## src/rtl/adder_seq_pkg.sv

```systemverilog
// Shared types and helpers for the chunked sequential adder.
package adder_seq_pkg;

    // IDLE waits for a request, RUN adds one chunk per cycle,
    // DONE presents the one-cycle completion pulse.
    typedef enum logic [1:0] {
        IDLE = 2'd0,
        RUN  = 2'd1,
        DONE = 2'd2
    } seq_state_e;

    // Width of the chunk index register; never narrower than one bit so
    // that the K=1 build still has a legal index.
    function automatic int idx_width(input int k);
        if (k <= 1) begin
            return 1;
        end
        return $clog2(k);
    endfunction

endpackage

```

## src/rtl/adder_N.sv

```systemverilog
// Plain N-bit ripple adder with carry-in and carry-out.
// This is the single shared datapath element reused by adder_seq_ctrl.
module adder_N #(
    parameter int N = 4
) (
    input  logic [N-1:0] a,
    input  logic [N-1:0] b,
    input  logic         ci,
    output logic [N-1:0] s,
    output logic         co
);

    // Widen every operand to N+1 bits so the carry-out falls out of the sum.
    assign {co, s} = {1'b0, a} + {1'b0, b} + {{N{1'b0}}, ci};

endmodule

```

## src/rtl/adder_seq_ctrl.sv

```systemverilog
// Multi-cycle W = N*K bit adder built from one N-bit adder_N, one chunk per
// clock, LSB chunk first. A carry register chains chunk carries.
// Optional macro ADDER_SEQ_SUB_EN adds a 'sub' port for A - B.
//
//   state | meaning
//   ------+---------------------------------------------------------------
//   IDLE  | waiting for start; SUM/Cout hold the last result
//   RUN   | busy=1; chunk idx is added and written into SUM this cycle
//   DONE  | done=1 for one cycle; a start here is accepted like in IDLE
module adder_seq_ctrl
    import adder_seq_pkg::*;
#(
    parameter  int N = 4,
    parameter  int K = 2,
    localparam int W = N * K
) (
    input  logic         clk,
    input  logic         reset,
    input  logic         start,
    input  logic [W-1:0] A,
    input  logic [W-1:0] B,
    input  logic         cin,
`ifdef ADDER_SEQ_SUB_EN
    input  logic         sub,
`endif
    output logic         busy,
    output logic         done,
    output logic [W-1:0] SUM,
    output logic         Cout
);

    localparam int            IW       = idx_width(K);
    localparam logic [IW-1:0] LAST_IDX = IW'(K - 1);

    seq_state_e    state_q, state_d;
    logic [IW-1:0] idx_q,   idx_d;
    logic          carry_q, carry_d;
    logic [W-1:0]  a_q,     a_d;
    logic [W-1:0]  b_q,     b_d;
    logic [W-1:0]  sum_q,   sum_d;
    logic          cout_q,  cout_d;

    logic [N-1:0]  a_chunk;
    logic [N-1:0]  b_chunk;
    logic [N-1:0]  s_chunk;
    logic          c_chunk;

    logic [W-1:0]  b_load;
    logic          c_load;

    // Operand conditioning at capture: subtraction is A + ~B + 1.
`ifdef ADDER_SEQ_SUB_EN
    always_comb begin
        b_load = sub ? ~B : B;
        c_load = sub ? 1'b1 : cin;
    end
`else
    always_comb begin
        b_load = B;
        c_load = cin;
    end
`endif

    // Select the operand chunks addressed by the current index.
    always_comb begin
        a_chunk = '0;
        b_chunk = '0;
        for (int k = 0; k < K; k++) begin
            if (idx_q == IW'(k)) begin
                a_chunk = a_q[k*N +: N];
                b_chunk = b_q[k*N +: N];
            end
        end
    end

    adder_N #(.N(N)) u_adder (
        .a  (a_chunk),
        .b  (b_chunk),
        .ci (carry_q),
        .s  (s_chunk),
        .co (c_chunk)
    );

    // Next-state, capture and chunk write-back.
    always_comb begin
        state_d = state_q;
        idx_d   = idx_q;
        carry_d = carry_q;
        a_d     = a_q;
        b_d     = b_q;
        sum_d   = sum_q;
        cout_d  = cout_q;

        case (state_q)
            IDLE, DONE: begin
                if (start) begin
                    state_d = RUN;
                    a_d     = A;
                    b_d     = b_load;
                    carry_d = c_load;
                    idx_d   = '0;
                end else begin
                    state_d = IDLE;
                end
            end
            RUN: begin
                for (int k = 0; k < K; k++) begin
                    if (idx_q == IW'(k)) begin
                        sum_d[k*N +: N] = s_chunk;
                    end
                end
                carry_d = c_chunk;
                if (idx_q == LAST_IDX) begin
                    cout_d  = c_chunk;
                    state_d = DONE;
                end else begin
                    idx_d = idx_q + IW'(1);
                end
            end
            default: begin
                state_d = IDLE;
            end
        endcase
    end

    // State and datapath registers; reset discards any partial result.
    always_ff @(posedge clk or posedge reset) begin
        if (reset) begin
            state_q <= IDLE;
            idx_q   <= '0;
            carry_q <= 1'b0;
            a_q     <= '0;
            b_q     <= '0;
            sum_q   <= '0;
            cout_q  <= 1'b0;
        end else begin
            state_q <= state_d;
            idx_q   <= idx_d;
            carry_q <= carry_d;
            a_q     <= a_d;
            b_q     <= b_d;
            sum_q   <= sum_d;
            cout_q  <= cout_d;
        end
    end

    assign busy = (state_q == RUN);
    assign done = (state_q == DONE);
    assign SUM  = sum_q;
    assign Cout = cout_q;

endmodule

```

## config.mk

```make
export PLATFORM = sky130hd
export DESIGN_NAME = adder_seq_ctrl
export DESIGN_NICKNAME = d
export VERILOG_FILES = /design/src/rtl/adder_seq_pkg.sv /design/src/rtl/adder_N.sv /design/src/rtl/adder_seq_ctrl.sv
export SDC_FILE = /design/constraint.sdc
export NUM_CORES = 1
export LEC_CHECK = 0
export BUFFER_PORTS_ARGS = -buffer_cell sky130_fd_sc_hd__buf_2
export CORE_ASPECT_RATIO = 0.5
export CORE_MARGIN = 5
export CORE_UTILIZATION = 47
export CTS_CLUSTER_SIZE = 12
export DETAILED_ROUTE_END_ITERATION = 10
export GPL_TIMING_DRIVEN = 0
export PLACE_DENSITY = 0.77
export SYNTH_ARGS = -nofsm -noshare
export SYNTH_HDL_FRONTEND = slang
export SYNTH_SLANG_ARGS = --single-unit
```

## constraint.sdc

```tcl
create_clock -name clk -period 2.1 [get_ports clk]
set_clock_uncertainty 0.05 [all_clocks]
set_input_delay 0.315 -clock clk [delete_from_list [all_inputs] [get_ports clk]]
set_output_delay 0.315 -clock clk [all_outputs]
set_load 0.05 [all_outputs]
```

Word-level counts from Yosys, hierarchy flattened
Index checks and enable logic that the tools add are counted.
{"block": "word_totals", "rom_bits": 0, "mem_count": 0, "register_bits": 29, "latch_bits": 0, "ram_bits": 0}
{"block": "op_classes", "n_bitwise": 1, "muxes": 10, "n_mul": 0, "n_shift": 0, "n_eq_ne": 4, "n_reduce_logical": 7, "add_sub_neg": 3, "magnitude_cmp": 0, "div": 0}
{"op": "4-bit 2-to-1 mux", "count": 2}
{"op": "2-bit AND reduction", "count": 4}
{"op": "4-bit by 4-bit adder with 5-bit output", "count": 1}
{"op": "5-bit by 1-bit adder with 5-bit output", "count": 1}
{"op": "1-bit 2-to-1 mux", "count": 4}
{"op": "1-bit one-hot mux with 2 select lines", "count": 2}
{"op": "2-bit one-hot mux with 2 select lines", "count": 1}
{"op": "2-bit by 1-bit equality test with 1-bit output (second input constant)", "count": 1}
{"op": "2-bit equality test (second input constant)", "count": 1}
{"op": "2-bit zero test", "count": 1}
{"op": "2-bit 2-to-1 mux", "count": 1}
{"op": "2-bit by 1-bit inequality test with 1-bit output (second input constant)", "count": 1}
{"op": "2-bit inequality test (second input constant)", "count": 1}
{"op": "2-bit nonzero test", "count": 1}
{"op": "2-bit OR reduction", "count": 1}
{"op": "1-bit adder (second input constant)", "count": 1}
{"op": "1-bit NOT", "count": 1}

Logic depth before layout (Yosys ltp)
{"block": "depth", "ltp_word": 4, "ltp_mapped": 9}

Modules after synthesis
Synthesis repeated with hierarchy kept, for this count alone.
{"block": "hier_totals", "cells_unflattened": 95, "area_unflattened_um2": 1410.1}
{"module": "adder_seq_ctrl", "n_inst": 1, "area_per_inst_um2": 1266.2, "seq_area_each_um2": 725.7, "cells_each": 79}
{"module": "adder_N", "n_inst": 1, "area_per_inst_um2": 143.9, "seq_area_each_um2": 0.0, "cells_each": 16}

Worst setup path after synthesis
No wires, ideal clock.
{"block": "synth_timing", "path_type": "register -> register", "from": "reg idx_q", "to": "reg carry_q", "stages_incl_launch_ff": 10, "required_time_ns": 1.920, "arrival_ns": 2.034, "setup_slack_ns": -0.114, "synth_period_minus_slack_ns": 2.214, "path_cell_list": "dfrtp_1 -> buf_4 -> mux2_2 -> fa_1 -> inv_1 -> fa_1 -> inv_1 -> a21o_1 -> a21oi_1 -> o21ai_0"}
{"block": "synth_via", "elab_chain_len": 4, "elab_cells_between_ends": 5, "cone_classes": "add/sub: 2; mux: 3"}
{"element": "start, declared", "line_no": "adder_seq_ctrl.sv:36", "text": "logic [IW-1:0] idx_q, idx_d;"}
{"element": "start signal, assigned", "line_no": "adder_seq_ctrl.sv:138", "text": "idx_q <= idx_d;"}
{"element": "4-bit 2-to-1 mux", "line_no": "adder_seq_ctrl.sv:69", "text": "if (idx_q == IW'(k)) begin"}
{"element": "4-bit by 4-bit adder with 5-bit output *", "line_no": "adder_N.sv:14", "text": "assign {co, s} = {1'b0, a} + {1'b0, b} + {{N{1'b0}}, ci};"}
{"element": "5-bit by 1-bit adder with 5-bit output *", "line_no": "adder_N.sv:14"}
{"element": "1-bit one-hot mux with 2 select lines *", "line_no": "adder_seq_ctrl.sv:94", "text": "case (state_q)"}
{"element": "end signal, assigned", "line_no": "adder_seq_ctrl.sv:139", "text": "carry_q <= carry_d;"}
{"element": "end, declared", "line_no": "adder_seq_ctrl.sv:37", "text": "logic carry_q, carry_d;"}
Every way passes the cells marked *; elsewhere a longest branch is shown, timed or not.
A chain may end at the register's enable or synchronous reset.

Final worst setup path
{"block": "layout_timing", "from": "reg idx_q", "to": "reg sum_q[3], in the netlist SUM[3]"}
{"block": "layout_via", "elab_chain_len": 3, "elab_cells_between_ends": 6, "cone_classes": "add/sub: 2; mux: 2; bitwise: 1; reduce/logical: 1"}
{"element": "4-bit 2-to-1 mux", "line_no": "adder_seq_ctrl.sv:69"}
{"element": "4-bit by 4-bit adder with 5-bit output", "line_no": "adder_N.sv:14"}
{"element": "5-bit by 1-bit adder with 5-bit output", "line_no": "adder_N.sv:14"}
{"element": "end signal, assigned", "line_no": "adder_seq_ctrl.sv:142", "text": "sum_q <= sum_d;"}
{"element": "end, declared", "line_no": "adder_seq_ctrl.sv:40", "text": "logic [W-1:0] sum_q, sum_d;"}
Parallel ways exist; a longest one is shown, timed or not.

==> metrics.txt <==
status finished with violations; failing checks setup timing; Worst Path Arrival 2250 ps; hold depth 2; I/O pin cnt 31; commonest non-fill, non-tap cell in the layout buf_2; cts bufs inserted 5; CTS sink cnt 29; H-tree depth 2; Inst Count DP 166; gpl congestion 0.787; critical-path cell list buf_8 -> mux2_4 -> fa_2 -> a21o_1 -> a21oi_2 -> xnor2_2 -> mux2_4; leading post-synthesis cells by cell area dfrtp_1, mux2_2, mux2_4; Port Buffers 30; post-route ant nets 0; TritonCTS clock tree yes; slowest CP cell dfrtp_2; Synth area leader dfrtp_1; hold crit path type in2reg; vias in the first global route 902; clk root buf clkbuf_8; share of cells above drive strength 1 0.617; Post-Synthesis Cells 99; fin cells 178; Worst Max-Slew Pin Slew 1090 ps; Worst Hold Path EP b_q[3]; critical path class reg2reg; Synth Area per Inst 13.6 µm²; endpoint class of the critical path register; period utilization 1.02; reg-to-reg startpoint idx_q; CP required 2220 ps; post-synthesis sequential area ratio 0.540; reg-to-reg slack, setup -30 ps; worst setup margin -32.4 ps; placed instance area 0.00155 mm²; CTS Buffer Depth 2; first-pass GRT wire length 4350 µm; area of the core 0.00267 mm²; Final Cell Area 0.00174 mm²; Post-Syn Area 0.00134 mm²; die height 47.8 µm; hold path start B[3]; area grow syn2layout 29.2%; unrepaired setup endpoints after global routing true; Inserted Diodes 0; Horiz. Die Dim 85.6 µm; Via Count 873; FF/Latch Area 727 µm²; crit-path most repeated cell mux2_4; gr ovfl total 0; post-layout min period 2130 ps; Reg2Reg Capture Point SUM[3]; Avg WL per Cell 14.3 µm; Post-Route WL 2550 µm; Multi-input gate area 607 µm²; die area 0.00409 mm²; clk slew on worst S/H paths 70 ps; Rel. slew slack 0.274; Synth warnings 0; Worst Setup Start Kind register; fillcell total 197; Slew Limit Fails 0; initial antenna violation count 0; Max-cap violations 0; maximum number of pins on one net before global-route repair 30; Layout Nets 165; CP max FO 4; Initial Util 0.504; share of the synthesized area in the top cell type 0.540; crit-path max cell delay 430 ps; Overall Global Routing Usage 0.147; DRC violations left 0; post-DP HPWL 1770 µm; hold buffers post-CTS 0; Starting DRT DRC Count 68; Worst-Skew Late Latency 280 ps; Yosys reg bits 29; syn_nets 124; drt first pass iters 4; reg2reg path depth 7; vias per inst 4.90; Fmax 469 MHz; most frequent cells in the layout buf_2, dfrtp_1, mux2_2; Rows 13; count of unique library cells instantiated by Yosys 24; post-place setup slack -161 ps; Fin. Hold Viols 0; Final Setup Violations 2
## flip-flops by register name (all words and copies together), names as in the netlist
register and count:
a_q 8, SUM 8, idx_q 1, b_q 8, carry_q 1, Cout 1, state_q 2
## repair_timing
action	CTS	global route
pin swaps	5	7
setup buffers	4	0
setup endpoints to repair	8	6
gates resized for setup	9	6
## final cells by class
| type | count | area share |
|---|---|---|
| Timing Repair Buffer | 34 | 0.106 |
| Clock inverter | 1 | 0.0173 |
| Buffer | 3 | 0.0173 |
| Tap cell | 37 | 0.0267 |
| Sequential cell | 29 | 0.419 |
| Clock buffer | 7 | 0.0497 |
| Multi-Input combinational cell | 60 | 0.349 |
| Inverter | 7 | 0.0151 |
## cell usage after synthesis
master    instances
xor2_1            1
o31ai_1           1
nor2_2            1
a21oi_2           1
mux2i_1           2
a22oi_1           1
xnor2_1           1
nand2_4           1
mux2_2           23
nand2b_4          1
nor2b_1           2
dfrtp_1          29
a21o_1            2
inv_2             2
fa_1              2
a21oi_1           2
nor2_1            4
buf_4             3
o21ai_0           5
inv_1             5
mux2_4            3
nand2_1           3
ha_1              3
or2_2             1
## critical path: cells and delay by family, from the launching register on
family | cells | cell delay (ps)
adder cells (fa/ha/maj) | 1 | 370
buffers and inverters | 1 | 140
multiplexers | 2 | 560
XOR/XNOR | 1 | 110
AO/OA/AOI/OAI | 2 | 370
flip-flops | 1 | 430
## kinds of logic after synthesis
kind of cell,count (synthesis),share of synthesized area
flops,29,0.540
mux,28,0.241
simple gates,13,0.0568
compound gates,12,0.0549
buf+inv,10,0.0363
fa+ha+maj,5,0.0577
xor+xnor,2,0.0130
## through the flow
step                      hold WS [ps]  utilization  setup TNS, ps
final                              216        0.651          -63.9
after global routing               213        0.651           -470
after CTS                          211        0.644          -37.0
after detailed placement           422        0.582           -641
after global placement             415        0.582           -467
after floorplan                    343            -              0
## worst max path at each step
| stage | from | to | cells past startpoint |
|---|---|---|---|
| after global routing | idx_q | carry_q | 9 |
| after detailed placement | idx_q | SUM[7] | 8 |
| after CTS | idx_q | Cout | 9 |
| after floorplan | idx_q | carry_q | 9 |
| after global placement | idx_q | carry_q | 9 |
| final | idx_q | SUM[3] | 7 |
## per-layer routing
layer,track usage,share of wire
met3,0.0481,0.060
met5,0,0
met1,0.188,0.46
met4,0.0473,0.013
met2,0.247,0.47
Power is left out: the tool's default activity adds up to more than one toggle a clock period on the data nets, which glitch-free logic cannot reach.
